### src/rtl/pipe_sequencer.sv
// Central sequencer for the F/D/E/W mini-core. It loads instruction memory, then issues
// instructions with ALU-busy and read-after-write stalls, and drains the pipe on halt.
module pipe_sequencer #(
  parameter int IMEM_DEPTH = 32,
  parameter int PC_W       = 5,
  parameter int DADDR_W    = 6
) (
  input  logic               clk,
  input  logic               rst,
  input  logic               load_valid,
  input  logic               load_last,
  output logic               load_ready,
  output logic               imem_we,
  output logic [PC_W-1:0]    imem_waddr,
  output logic [PC_W-1:0]    imem_raddr,
  input  logic [19:0]        id_inst,
  output logic               d_valid,
  output logic               hold_fd,
  output logic               alu_start,
  output logic [1:0]         alu_op,
  input  logic               alu_done,
  output logic               wb_en,
  output logic [DADDR_W-1:0] wb_addr,
  output logic               halted,
  output logic [1:0]         state
);

  typedef enum logic [1:0] {
    S_LOAD  = 2'd0,
    S_RUN   = 2'd1,
    S_DRAIN = 2'd2,
    S_HALT  = 2'd3
  } state_t;

  localparam logic [1:0] OP_HALT = 2'b11;

  state_t             cur;
  logic [PC_W:0]      pc;
  logic [PC_W:0]      prog_len;
  logic [PC_W-1:0]    wptr;
  logic               e_valid;
  logic [DADDR_W-1:0] e_dst;

  logic [1:0]         d_op;
  logic [DADDR_W-1:0] d_src1;
  logic [DADDR_W-1:0] d_src2;
  logic [DADDR_W-1:0] d_dst;
  logic               d_halt;
  logic               e_free;
  logic               raw_e;
  logic               raw_w;
  logic               advance;
  logic               e_done;
  logic               load_fire;
  logic               load_end;

  assign d_op   = id_inst[19:18];
  assign d_src1 = DADDR_W'(id_inst[17:12]);
  assign d_src2 = DADDR_W'(id_inst[11:6]);
  assign d_dst  = DADDR_W'(id_inst[5:0]);

  // wb_en/wb_addr double as the W-stage valid bit and destination.
  assign d_halt    = d_valid && (d_op == OP_HALT);
  assign e_free    = !e_valid || alu_done;
  assign raw_e     = e_valid && ((d_src1 == e_dst) || (d_src2 == e_dst));
  assign raw_w     = wb_en && ((d_src1 == wb_addr) || (d_src2 == wb_addr));
  assign advance   = d_valid && (d_op != OP_HALT) && e_free && !raw_e && !raw_w;
  assign hold_fd   = d_valid && (d_op != OP_HALT) && !advance;
  assign alu_start = advance;
  assign e_done    = e_valid && alu_done;

  assign load_ready = (cur == S_LOAD);
  assign load_fire  = rst && (cur == S_LOAD) && load_valid;
  assign load_end   = load_fire && (load_last || (wptr == PC_W'(IMEM_DEPTH - 1)));
  assign imem_we    = load_fire;
  assign imem_waddr = wptr;
  assign imem_raddr = pc[PC_W-1:0];
  assign state      = cur;

  always_ff @(posedge clk or negedge rst) begin
    if (!rst) begin
      cur      <= S_LOAD;
      pc       <= '0;
      prog_len <= '0;
      wptr     <= '0;
      d_valid  <= 1'b0;
      e_valid  <= 1'b0;
      e_dst    <= '0;
      alu_op   <= '0;
      wb_en    <= 1'b0;
      wb_addr  <= '0;
      halted   <= 1'b0;
    end else begin
      wb_en <= e_done;
      if (e_done)
        wb_addr <= e_dst;

      // A completing E slot can be refilled in the same cycle.
      if (advance) begin
        e_valid <= 1'b1;
        e_dst   <= d_dst;
        alu_op  <= d_op;
      end else if (e_done) begin
        e_valid <= 1'b0;
      end

      case (cur)
        S_LOAD: begin
          if (load_fire) begin
            wptr <= wptr + 1'b1;
            if (load_end) begin
              prog_len <= {1'b0, wptr} + (PC_W+1)'(1);
              pc       <= '0;
              cur      <= S_RUN;
            end
          end
        end

        S_RUN: begin
          if (d_halt) begin
            d_valid <= 1'b0;
            cur     <= S_DRAIN;
          end else if (hold_fd) begin
            d_valid <= d_valid;
          end else if (pc < prog_len) begin
            pc      <= pc + 1'b1;
            d_valid <= 1'b1;
          end else begin
            d_valid <= 1'b0;
            if (!d_valid)
              cur <= S_DRAIN;
          end
        end

        // Once E is empty, any W still in flight retires this cycle, so halted
        // rises exactly one cycle after the last write-back.
        S_DRAIN: begin
          if (!e_valid) begin
            cur    <= S_HALT;
            halted <= 1'b1;
          end
        end

        default: cur <= S_HALT;
      endcase
    end
  end

endmodule

### config.mk
export PLATFORM = sky130hd
export DESIGN_NAME = pipe_sequencer
export DESIGN_NICKNAME = d
export VERILOG_FILES = /design/src/rtl/pipe_sequencer.sv
export SDC_FILE = /design/constraint.sdc
export NUM_CORES = 1
export LEC_CHECK = 0
export ABC_AREA = 1
export CAP_MARGIN = 20
export CELL_PAD_IN_SITES_DETAIL_PLACEMENT = 0
export CELL_PAD_IN_SITES_GLOBAL_PLACEMENT = 2
export CORE_MARGIN = 10
export CORE_UTILIZATION = 27
export DETAILED_ROUTE_END_ITERATION = 10
export GPL_ROUTABILITY_DRIVEN = 0
export PLACE_DENSITY = 0.86
export SLEW_MARGIN = 30
export SYNTH_ARGS = -nofsm -noshare
export SYNTH_HDL_FRONTEND = slang
export SYNTH_SLANG_ARGS = --single-unit
### constraint.sdc
create_clock -name clk -period 2.3 [get_ports clk]
set_input_delay 0.46 -clock clk [delete_from_list [all_inputs] [get_ports clk]]
set_output_delay 0.46 -clock clk [all_outputs]
set_load 0.1 [all_outputs]
==> results.md, run 1 <==
- After detailed routing, the number of remaining DRC violations is 0.
- The setup path with the least slack is of type input pin to output pin.
- The post-synthesis instance area is 0.00223 mm2.
- The leakage power summed over all cells is 1.56 nW.
- The dominant combinational cell family by area after synthesis is simple AND/OR/NAND/NOR gates.
- The total count of hold-check failures in the final report is 0.
- With fillers left out, the area of the finished cells amounts to 0.00300 mm2.
- The number of buffers and inverters on the critical path is 4.
- The global route total overflow is 0.
- The number of clock buffers added by TritonCTS is 5.
- The clock tree root buffer cell is sky130_fd_sc_hd__clkbuf_8.
- The top cell family by delay on the critical path is buffers and inverters.
- The power density of the placed cells is 1340 mW/mm2.
- Setup repair after global routing left no endpoint under its margin.
- The floorplan has 33 rows.
- The via count of the first global-routing pass is 2,124.
- The worst clock skew on the final layout is 0.00872 ns.
- The slowest cell on the critical path is sky130_fd_sc_hd__clkdlybuf4s50_1.
- Across every metal layer, demand over resource in global routing totals 0.103.
- The actual slew at the worst max-slew pin is 0.511 ns.
- Summed over all nets, the half-perimeter wirelength after detailed placement is 4750 um.
- Sorting the synthesized cells by area gives the leading types as sky130_fd_sc_hd__dfrtp_1, sky130_fd_sc_hd__nand2_1, sky130_fd_sc_hd__inv_1.
- The share of total power dissipated in combinational logic is 0.609.
- Measured against the total synthesized area, the mux share comes to 0.
- Max-cap violations in this run came to 0.
- Detailed routing inserted a total of 2,063 vias.
- Cell internal power was estimated by the tool at 1.76 mW.
- The effective utilization at floorplan is 0.275.
- The number of nets in the synthesized netlist is 342.
- The number of max-slew violations in the final report came to 0.
- The area of the die is 0.0123 mm2.
- The violation count after the first detailed-routing iteration is 60.
- The pin count of the biggest net entering global routing is 38.
- The clock latency of the later-clocked register in the worst-skew pair is 0.29 ns.
- The count of placed standard cells including taps is 467.
- The min-delay analysis places its worst path in the category input pin to async pin.
- Counting I/O delays and the setup requirement, the final critical path takes 2.18 ns.
- From bottom edge to top edge, the die measures 111 um.
- Of the total synthesized cell area, the portion taken by XOR and XNOR cells is 0.0235.
- The final layout contains 403 nets.
- The repair_antennas step left the layout with diodes totalling 0.
- The number of antenna violations at the first check in global routing is 0.
- Summing all placed instances gives a cell area of 0.00290 mm2.
- In this run, synthesis produced a sequential element count of 37.
- The core region area is 0.00813 mm2.
- The synthesized area per cell is 7.23 um2.
- The most common cell after layout, fill and taps aside is sky130_fd_sc_hd__nand2_1.
- The average via count per standard cell is 4.33.
- During synthesis, Yosys emitted a total of 0 warnings.
- The first-pass detailed-route iteration total is 4.
- The number of port buffers is 51.
- The worst setup path is captured at an output pin.
- Of the total synthesized cell area, the portion taken by AND, OR, NAND and NOR gates is 0.320.
- The flow ran to the end, and the final reports show no timing, DRC or antenna violations.
- The largest stage delay on the critical path is 0.44 ns.
- The part of the power in the clock network is 0.112.
- Of the total synthesized cell area, the portion taken by full adders, half adders and majority gates is 0.0448.
- The fraction of layout instances using a drive strength above 1 is 0.248.
- The predominant post-synthesis flop cell is sky130_fd_sc_hd__dfrtp_1.
- The routed length per placed instance is 12.9 um.
- The clock sink count is 37.
- The data arrival time of the critical path is 1.72 ns.
- The share of the synthesized area in compound gates (AO/OA/AOI/OAI) was 0.0958.
- The H-tree generated during clock tree synthesis spans 2 levels.
- The I/O pin count is 52.
- The fraction of registers with async set/reset is 1.00.
- For this run, the register share of the synthesized area comes to 0.415.
- In the layout the commonest cells are sky130_fd_sc_hd__nand2_1, sky130_fd_sc_hd__buf_4, sky130_fd_sc_hd__inv_1, sky130_fd_sc_hd__dfrtp_1, sky130_fd_sc_hd__nor2_1.
- The floorplan die width is 111 um.
- Counting flops with a built-in enable in the synthesized netlist gives 0.
- For this design, the CTS-stage hold fixing added 0 buffers.
- In this run the remaining antenna-violating nets after routing total 0.
- The net switching power is 2.26 mW.
- The part of the total power dissipated in sequential elements is 0.279.
- The clock tree from TritonCTS is done.
- Yosys mapped the design onto 31 distinct sky130hd cell types.
- The post-synthesis instance total is 309.
- Of the available clock period, the critical path in the final layout requires 0.947.
- The worst setup path is launched from an input pin.
- Of the total power, the share spent switching nets is 0.562.
- Walking the worst path, the cells encountered are clkdlybuf4s50_1 -> a21oi_2 -> inv_2 -> nor2_4 -> nand3_4 -> nand2_2 -> clkinvlp_4 -> buf_12.
- Setup violations remaining at the end of the flow were counted as 0.
- The top fanout value on the critical path is 4.
- The area overhead of the layout relative to synthesis is 34.2%.
- The clock-pin slew on the worst setup and hold paths is 0.08 ns.
- The total wire length after detailed routing is 6120 um.
- The maximum clock insertion buffer count is 2.
- The worst-case IR drop observed on VDD is 0.855 mV.
- The first-pass GRT wire length is 10,400 um.
- Once layout is complete, the cells apart from fillers number 476.
- Derived from the worst setup path, the maximum achievable clock frequency is 459 MHz.
- In this run the tightest slew margin relative to its limit is 0.659.
- The fraction of synthesized cell area taken by the top area cell type is 0.415.
- For the worst setup path, the data required time is 1.84 ns.
- Of all cell types, the one taking the most synthesized area is sky130_fd_sc_hd__dfrtp_1.
==> routing by layer <==
| layer | track usage | part of all wire | vias up |
|---|---|---|---|
| met1 | 0.124 | 0.45 | 940 |
| met3 | 0.0287 | 0.055 | 4 |
| met2 | 0.175 | 0.49 | 45 |
| met5 | 0 | 0 | - |
| li1 | - | - | 1074 |
| met4 | 0.0286 | 0.0074 | 0 |
==> cell type report <==
| type | instances | area [um2] |
|---|---|---|
| sequential | 37 | 940 |
| inverter | 47 | 188 |
| clock inverter | 2 | 10.0 |
| fill | 871 | 5140 |
| clock buffer | 6 | 72.6 |
| timing repair buffer | 61 | 551 |
| tap | 105 | 131 |
| multi-input combinational | 218 | 1110 |
==> sequential cells by signal, indices dropped and copies added, names as in the netlist <==
name	cells
alu_op	2
d_valid	1
e_dst	6
e_valid	1
halted	1
imem_waddr	5
pc	6
prog_len	6
state	2
wb_addr	6
wb_en	1
==> power by group through the flow <==
stage	logic [mW]	clock network, mW	registers (mW)
CTS	2.47	0.475	1.13
global route	2.66	0.504	1.17
finish	2.44	0.451	1.12
detailed placement	2.43	0	1.14
global placement	2.42	0	1.15
floorplan	0.971	0	1.93
==> Yosys cell counts, types with 2 or more instances <==
library cell,number
sky130_fd_sc_hd__nand2_1,118
sky130_fd_sc_hd__dfrtp_1,37
sky130_fd_sc_hd__inv_1,31
sky130_fd_sc_hd__nor2_1,22
sky130_fd_sc_hd__o21ai_0,16
sky130_fd_sc_hd__inv_2,15
sky130_fd_sc_hd__nand3_1,14
sky130_fd_sc_hd__ha_1,8
sky130_fd_sc_hd__o21ai_1,7
sky130_fd_sc_hd__buf_4,6
sky130_fd_sc_hd__a21oi_1,5
sky130_fd_sc_hd__nand2_2,5
sky130_fd_sc_hd__xor2_1,4
sky130_fd_sc_hd__nand2_4,2
sky130_fd_sc_hd__nand3_4,2
sky130_fd_sc_hd__xnor2_1,2
==> what timing repair did <==
action | 4_1_cts | 5_1_grt
gates cloned | 0 | 0
endpoints found under the setup margin | 2 | 1
gates resized for setup | 16 | 6
pin swaps | 7 | 1
buffers inserted | 1 | 0
==> cells by family (layout without fill, tap and decap cells) <==
family                     after synthesis  count (layout)
adders and majority gates                8               8
xor gates and xnor gates                 6               6
and+or+nand+nor                        167             167
AOI/OAI and AO/OA                       37              37
buffers and inverters                   54             116
DFF                                     37              37
==> metrics by stage <==
| stage | util | power [mW] | hold slack [ns] | TNS [ns] | setup WS (ns) |
|---|---|---|---|---|---|
| 3_5_place_dp | 0.356 | 3.57 | 0.461 | -0.199 | -0.150 |
| 2_1_floorplan | - | 2.90 | 0.164 | -0.00935 | -0.00935 |
| 3_3_place_gp | 0.356 | 3.56 | 0.461 | -0.163 | -0.132 |
| 4_1_cts | 0.367 | 4.07 | 0.349 | 0 | 0.0458 |
| 5_1_grt | 0.369 | 4.33 | 0.364 | 0 | 0.00657 |
| 6_report | 0.369 | 4.02 | 0.321 | 0 | 0.123 |
==> worst paths after layout <==
| check | cells past startpoint | start | slack (ns) | endpoint |
|---|---|---|---|---|
| min in group clk | 1 | halted | 0.48 | halted |
| min reg2reg | 1 | halted | 0.48 | halted |
| min | 2 | rst | 0.32 | e_dst[5] |
| max in group asynchronous | 2 | rst | 1.58 | state[1] |
| max | 8 | id_inst[18] | 0.12 | hold_fd |
| max reg2reg | 8 | imem_waddr[0] | 0.45 | state[0] |
(Power assumes the default switching activity.)
==> run 2, diff against run 1 <==
--- a/config.mk
+++ b/config.mk
@@ -6,7 +6,6 @@
 export NUM_CORES = 1
 export LEC_CHECK = 0
 export ABC_AREA = 1
-export CAP_MARGIN = 20
 export CELL_PAD_IN_SITES_DETAIL_PLACEMENT = 0
 export CELL_PAD_IN_SITES_GLOBAL_PLACEMENT = 2
 export CORE_MARGIN = 10
==> results of run 2 <==
Final layout, timing and power as in run 1 (identical DEF).
